$ cat src/rtl/cache_refill_ctrl.sv
// Miss handler: writes back a dirty victim line, then fetches the missing line and streams it to the cache fill port.
// Clean miss fill_done at acceptance+BLOCK_SIZE+1 cycles (+BLOCK_SIZE if dirty); memory stalls via mem_ready hold every request.
module cache_refill_ctrl #(
  parameter int DATA_WIDTH  = 32,
  parameter int BLOCK_SIZE  = 4,
  parameter int OFFSET_BITS = 2
) (
  input  logic                             clk,
  input  logic                             rst_n,
  input  logic                             miss_req,
  input  logic [DATA_WIDTH-1:0]            miss_addr,
  input  logic                             victim_dirty,
  input  logic [DATA_WIDTH-1:0]            victim_addr,
  input  logic [BLOCK_SIZE*DATA_WIDTH-1:0] victim_data,
  output logic                             busy,
  output logic                             fill_valid,
  output logic [OFFSET_BITS-1:0]           fill_offset,
  output logic [DATA_WIDTH-1:0]            fill_data,
  output logic                             fill_done,
  output logic                             mem_req,
  output logic                             mem_we,
  output logic [DATA_WIDTH-1:0]            mem_addr,
  output logic [DATA_WIDTH-1:0]            mem_wdata,
  input  logic [DATA_WIDTH-1:0]            mem_rdata,
  input  logic                             mem_ready
);

  typedef enum logic [1:0] {IDLE, WB, RD, DONE} state_t;

  localparam logic [DATA_WIDTH-1:0] BASE_MASK =
    {{(DATA_WIDTH-OFFSET_BITS-2){1'b1}}, {(OFFSET_BITS+2){1'b0}}};
  localparam logic [OFFSET_BITS-1:0] LAST = OFFSET_BITS'(BLOCK_SIZE-1);

  state_t                  state;
  logic [OFFSET_BITS-1:0]  cnt;
  logic [OFFSET_BITS-1:0]  cnt_nxt;
  logic [DATA_WIDTH-1:0]   miss_base;
  logic [DATA_WIDTH-1:0]   victim_base;
  logic [DATA_WIDTH-1:0]   victim_words [BLOCK_SIZE];

  assign cnt_nxt = cnt + OFFSET_BITS'(1);

  // Bases are line aligned, so adding the word offset never carries into the tag.
  function automatic logic [DATA_WIDTH-1:0] word_addr(input logic [DATA_WIDTH-1:0] base,
                                                      input logic [OFFSET_BITS-1:0] idx);
    return base + DATA_WIDTH'({idx, 2'b00});
  endfunction

  always_ff @(posedge clk or negedge rst_n) begin
    if (!rst_n) begin
      state       <= IDLE;
      cnt         <= '0;
      miss_base   <= '0;
      victim_base <= '0;
      for (int i = 0; i < BLOCK_SIZE; i++) victim_words[i] <= '0;
      busy        <= 1'b0;
      fill_valid  <= 1'b0;
      fill_offset <= '0;
      fill_data   <= '0;
      fill_done   <= 1'b0;
      mem_req     <= 1'b0;
      mem_we      <= 1'b0;
      mem_addr    <= '0;
      mem_wdata   <= '0;
    end else begin
      fill_valid <= 1'b0;
      fill_done  <= 1'b0;
      case (state)
        IDLE: begin
          if (miss_req) begin
            miss_base   <= miss_addr & BASE_MASK;
            victim_base <= victim_addr & BASE_MASK;
            for (int i = 0; i < BLOCK_SIZE; i++)
              victim_words[i] <= victim_data[i*DATA_WIDTH +: DATA_WIDTH];
            cnt     <= '0;
            busy    <= 1'b1;
            mem_req <= 1'b1;
            if (victim_dirty) begin
              state     <= WB;
              mem_we    <= 1'b1;
              mem_addr  <= victim_addr & BASE_MASK;
              mem_wdata <= victim_data[0 +: DATA_WIDTH];
            end else begin
              state     <= RD;
              mem_we    <= 1'b0;
              mem_addr  <= miss_addr & BASE_MASK;
              mem_wdata <= '0;
            end
          end
        end
        WB: begin
          if (mem_ready) begin
            if (cnt == LAST) begin
              // mem_req stays high: the first read is issued on the same edge.
              state     <= RD;
              cnt       <= '0;
              mem_we    <= 1'b0;
              mem_addr  <= miss_base;
              mem_wdata <= '0;
            end else begin
              cnt       <= cnt_nxt;
              mem_addr  <= word_addr(victim_base, cnt_nxt);
              mem_wdata <= victim_words[cnt_nxt];
            end
          end
        end
        RD: begin
          if (mem_ready) begin
            fill_valid  <= 1'b1;
            fill_offset <= cnt;
            fill_data   <= mem_rdata;
            if (cnt == LAST) begin
              state     <= DONE;
              cnt       <= '0;
              fill_done <= 1'b1;
              mem_req   <= 1'b0;
              mem_addr  <= '0;
            end else begin
              cnt      <= cnt_nxt;
              mem_addr <= word_addr(miss_base, cnt_nxt);
            end
          end
        end
        DONE: begin
          state <= IDLE;
          busy  <= 1'b0;
        end
        default: state <= IDLE;
      endcase
    end
  end

endmodule

$ cat config.mk
export PLATFORM = sky130hd
export DESIGN_NAME = cache_refill_ctrl
export DESIGN_NICKNAME = d
export VERILOG_FILES = /design/src/rtl/cache_refill_ctrl.sv
export SDC_FILE = /design/constraint.sdc
export NUM_CORES = 1
export LEC_CHECK = 0
export CAP_MARGIN = 10
export CORE_UTILIZATION = 53
export DETAILED_ROUTE_END_ITERATION = 7
export PLACE_DENSITY = 0.91
export SYNTH_ARGS = -nofsm -noshare
export SYNTH_HDL_FRONTEND = slang
export SYNTH_SLANG_ARGS = --single-unit
$ cat constraint.sdc
create_clock -name clk -period 4.6 [get_ports clk]
set_clock_uncertainty 0.1 [all_clocks]
set_input_delay 0.69 -clock clk [delete_from_list [all_inputs] [get_ports clk]]
set_output_delay 0.69 -clock clk [all_outputs]
set_load 0.05 [all_outputs]
**After elaboration in Yosys (flattened, before gate mapping)**

Index checks and enable logic that the tools add are counted.

- Memories kept: 0
- RAM bits: 0
- Latch bits: 0
- ROM bits: 0
- Word-level logic and storage cells: 87
- Register bits after elaboration: 291

- $lt $le $gt $ge: 1
- $mul: 0
- Bitwise gates (word level): 1
- Div/mod/pow operators: 0
- Shifts and indexed selects: 0
- Mux-type cells: 39
- Reduce and logical (&&, ||, !) cells: 16
- Eq/ne operators: 10
- Add/sub/neg operators: 3

Operators by type and width:

| cell | count |
|---|---|
| $mux W32 | 12 |
| $pmux W32 S3 | 1 |
| $add A32 B4 Y32 | 2 |
| $bmux W32 S2 | 1 |
| $pmux W32 S2 | 1 |
| $mux W2 | 9 |
| $reduce_and A4 Y1 | 3 |
| $mux W1 | 10 |
| $ne A2 B2 Y1 const B | 5 |
| $pmux W2 S4 | 1 |
| $reduce_bool A2 Y1 | 4 |
| $eq A2 B2 Y1 const B | 3 |
| $pmux W1 S2 | 3 |
| $reduce_and A2 Y1 | 3 |
| $reduce_and A3 Y1 | 2 |
| $reduce_and A5 Y1 | 1 |
| $pmux W2 S2 | 1 |
| $ge A3 B3 Y1 const B | 1 |
| $not A2 Y3 | 1 |
| $reduce_bool A3 Y1 | 1 |
| $add A2 B1 Y2 const B | 1 |
| $eq A2 B1 Y1 const B | 1 |
| $logic_not A2 Y1 | 1 |
| $ne A2 B1 Y1 const B | 1 |
| $reduce_or A2 Y1 | 1 |

**Longest topological paths before layout**

- Depth in word-level cells: 8
- Gate-level depth with buffers: 8
- Mapped depth without buffers: 6

**Worst setup path after synthesis**

OpenSTA, ideal clock, no wires.

- Kind: register to register
- Start: register cnt[1]
- End: register mem_wdata[12]
- Slack: 2.616 ns
- Setup time: 0.126 ns
- Cell stages (with the launch flop): 6
- Required time: 4.374 ns
- Data arrival time: 1.757 ns
- Path buffers: 2
- Cell sequence: dfrtp_1 ha_1 buf_2 clkbuf_1 mux4_2 a221o_1

- Cells in the longest elaborated chain, start to end: 8
- Elaborated cells between the ends (all ways): 9
- Classes of those cells: add/sub: 1; eq/ne: 1; mux: 6; bitwise: 1

RTL lines:

| item | line | source |
|---|---|---|
| from (decl) | 35 | `logic [OFFSET_BITS-1:0] cnt;` |
| from (signal assigned) | 101 | `cnt <= cnt_nxt;` |
| from (signal assigned) | 119 | `cnt <= cnt_nxt;` |
| $add A2 B1 Y2 | 41 | `assign cnt_nxt = cnt + OFFSET_BITS'(1);` |
| $not A2 Y3 (not written as such) | 103 | `mem_wdata <= victim_words[cnt_nxt];` |
| $bmux W32 S2 | 103 |  |
| $mux W32 (not written as such) (2 in series) | 103 |  |
| $mux W32 * | 93 | `if (cnt == LAST) begin` |
| $mux W32 * | 92 | `if (mem_ready) begin` |
| $pmux W32 S2 * | 68 | `case (state)` |
| to (signal assigned) | 82 | `mem_wdata <= victim_data[0 +: DATA_WIDTH];` |
| to (signal assigned) | 103 |  |
| to (decl) | 23 | `output logic [DATA_WIDTH-1:0] mem_wdata,` |

Every way passes the cells marked *; elsewhere a longest branch is shown, timed or not. The select of a mux whose other input is x is not followed.
A chain may end at the register's enable or synchronous reset.

**Final worst setup path**

- Start: register state[0]
- End: register mem_wdata[29]

- Cells in the longest elaborated chain, start to end: 3
- Elaborated cells between the ends (all ways): 7
- Classes of those cells: eq/ne: 3; mux: 1; reduce/logical: 3

RTL lines:

| item | line | source |
|---|---|---|
| from (decl) | 34 | `state_t state;` |
| from (signal assigned) | 51 | `state <= IDLE;` |
| from (signal assigned) | 79 | `state <= WB;` |
| from (signal assigned) | 84 | `state <= RD;` |
| $eq A2 B1 Y1 or $logic_not A2 Y1 (tied branches) | 68 |  |
| $ne A2 B2 Y1 (no line) or $reduce_bool A2 Y1 (tied branches) | n/a |  |
| $reduce_and A3 Y1 (no line) | n/a |  |

Parallel ways exist; a longest one is shown, timed or not.

==> impl_metrics.ini <==
[run_status]
status = finished clean

[yosys]
syn-cell-area_mm2 = 0.0130
post_synth_num_cell_types = 32
ys_seq_elements = 289
synth-async-reset-ratio_pct = 100
yosysSeqAreaShare_pct = 55.6
synth_edf_count = 0
synthCells = 907
synth_ff_type = dfrtp_1
synth.yosys.warnings = 0
syn_area_per_cell_um2 = 14.3

[final_layout]
final_nets = 1440
final_cell_mix = 319 x clkdlybuf4s50_1, 288 x dfrtp_1, 247 x mux2_2, 34 x nand2_1, 33 x and3_1
stdcell_count = 1543
diodes = 0
multi_input_area_mm2 = 0.00538
n_fill_cell = 1508
layout_commonest_cell = clkdlybuf4s50_1
regArea_mm2 = 0.00723
syn_to_final_growth_pct = 34.1
drive_above_1_share_pct = 28.4

[clock_network]
cts.sinks = 289
cts_setup_buffers = 0
clkTransAtPathRegs_ns = 0.06
cts.path.max_buffers = 3
htreeDepth = 1
cts-buffers-inserted = 31
cts-root-buf = clkbuf_16
cts_resized = 0
cts_tree = yes
postCtsHoldBufs = 0
clk-insertion-delay-late_ns = 0.54

[global_routing]
grt_use_total_pct = 26.8
overflow = 0
grtUsageMet2_pct = 47.2
grt_pass1_wl_um = 52000
grt_pass1_vias = 9634
use_met3_pct = 8.33
grt_busiest_layer = met2
antenna_found_initial = 0
grt_max_degree = 116
grtUsageMet1_pct = 31.7

[setup_path]
crit_family = compound AO/OA/AOI/OAI gates
path_buf_inv = 1
arrival_ns = 3.09
criticalPathCategory = reg2reg
cp.required_ns = 4.93
cp_cell_sequence = inv_1 > ha_1 > nand2b_1 > o211a_1 > and3_1 > a221o_1
critPathLaunchType = flop
critPathMaxFanout = 32
cpPeakStageDelay_ns = 0.64
cpMaxStageDelayCell = o211a_1
worstSetupEndpointType = flop

[timing]
drv_slew = 0
rsz0062_at_grt = false
worst_pin_slew_ns = 1.19
fin_crit_sh_pct = 60.2
period_minus_slack_ns = 2.77
fmaxAchievable_ghz = 0.361
finalSetupViolations = 0
setup_tns_ns = 0
relSlewSlack_pct = 20.7
hold_viol = 0

[drt]
via_count = 8994
drc_errors = 0
wl_per_cell_um = 21.6
vias_per_cell = 5.83
drt_pass1_iterations = 5
drt_iter0_drc = 571
drtAntennaViolNets = 0
drt_wl_total_um = 33300

[floorplan]
ios = 332
rows = 56
coreArea_mm2 = 0.0238
initial_core_util_pct = 54.7
dieArea_mm2 = 0.0252
die_h_um = 159
die_w_um = 159

[power_and_ir_drop]
leakage_nw = 7.32
power_density_mw_per_mm2 = 789
ir_drop_mv = 0.509

[hold_path]
hold_path_class = in2async

[placed_design]
place.gp.congestion = 0.801
portBuffers = 321
placedCellCount = 1489
dpl.hpwl_um = 21000

[job]
maxCapViolCount = 0
==> routing by layer <==
layer / up-vias / wire length [um]
met1: 4597 / 12600
met3: 58 / 3050
met2: 323 / 17100
li1: 4016 / -
met4: 0 / 633
met5: - / 0
==> cells in the mapped netlist (all sizes together), types with 2 or more instances <==
cell      n  share of area [%]
nor2      5               0.14
buf      43                2.0
clkbuf   31               0.90
mux2    247                 21
a22oi     2               0.12
o21ai     9               0.35
ha        8               0.77
mux4     32                5.7
mux2i     3               0.23
inv       7               0.20
nand2b    2              0.096
nand2    35                1.0
a221o    32                2.5
a211oi   28                1.6
a221oi   28                1.9
o211ai    4               0.23
nor2b    32                1.5
o31ai    29                1.7
and3     34                1.6
dfrtp   289                 56
==> sequential cells by signal, summed over array words and instances, names as in the netlist, 2 cells and up <==
name / count
victim_words: 128
fill_data: 32
mem_wdata: 32
mem_addr: 30
miss_base: 28
victim_base: 28
cnt: 2
fill_offset: 2
state: 2
==> path summary, 6_finish.rpt <==
check	start	end	slack, ns	cells past startpoint
max	state[0]$_DFFE_PN0P_	mem_wdata[29]$_DFFE_PN0P_	1.83	6
min	rst_n	fill_data[2]$_DFFE_PN0P_	0.10	1
max reg2reg	state[0]$_DFFE_PN0P_	mem_wdata[29]$_DFFE_PN0P_	1.83	6
min reg2reg	mem_addr[19]$_DFFE_PN0P_	mem_addr[19]$_DFFE_PN0P_	0.37	2
max in group asynchronous	rst_n	mem_wdata[27]$_DFFE_PN0P_	3.16	2
min in group clk	mem_addr[19]$_DFFE_PN0P_	mem_addr[19]$_DFFE_PN0P_	0.37	2
==> kinds of logic (layout without fill, tap and decap cells) <==
logic type / Yosys count / in the layout / synth area share, %
flip-flops: 289 / 289 / 55.6
other: 1 / 2 / 0.0289
adder cells (fa/ha/maj): 8 / 8 / 0.770
buffers and inverters: 81 / 397 / 3.13
multiplexers: 282 / 282 / 27.3
AND/OR/NAND/NOR: 109 / 109 / 4.47
AO/OA/AOI/OAI: 137 / 137 / 8.64
==> metrics by stage <==
stage / power (mW) / hold slack, ns / util [%] / setup slack (ns) / area [um2]
finish: 13.7 / 0.103 / 73.4 / 1.83 / 17400
CTS: 13.8 / 0.152 / 73.4 / 1.84 / 17400
floorplan: 9.25 / 0.294 / - / 2.62 / 13000
global placement: 11.0 / 0.358 / 69.0 / 1.59 / 16400
global route: 14.5 / 0.189 / 73.4 / 1.69 / 17400
detailed placement: 11.3 / 0.366 / 69.0 / 1.52 / 16400
==> where the power goes <==
| group | internal (mW) | leakage (nW) | switching [mW] |
|---|---|---|---|
| combinational | 3.05 | 3.35 | 3.68 |
| clock | 1.48 | 0.503 | 1.01 |
| sequential | 3.83 | 3.47 | 0.692 |
| total | 8.36 | 7.32 | 5.39 |
==> layout make-up <==
type                       count  share of cell area [%]
inverter                       7                   0.151
timing repair buffer         336                    19.3
sequential                   289                    41.5
clock buffer                  39                    4.91
clock inverter                15                   0.969
tap                          319                    2.29
multi-input combinational    538                    30.9
(Power assumes the default switching activity.)
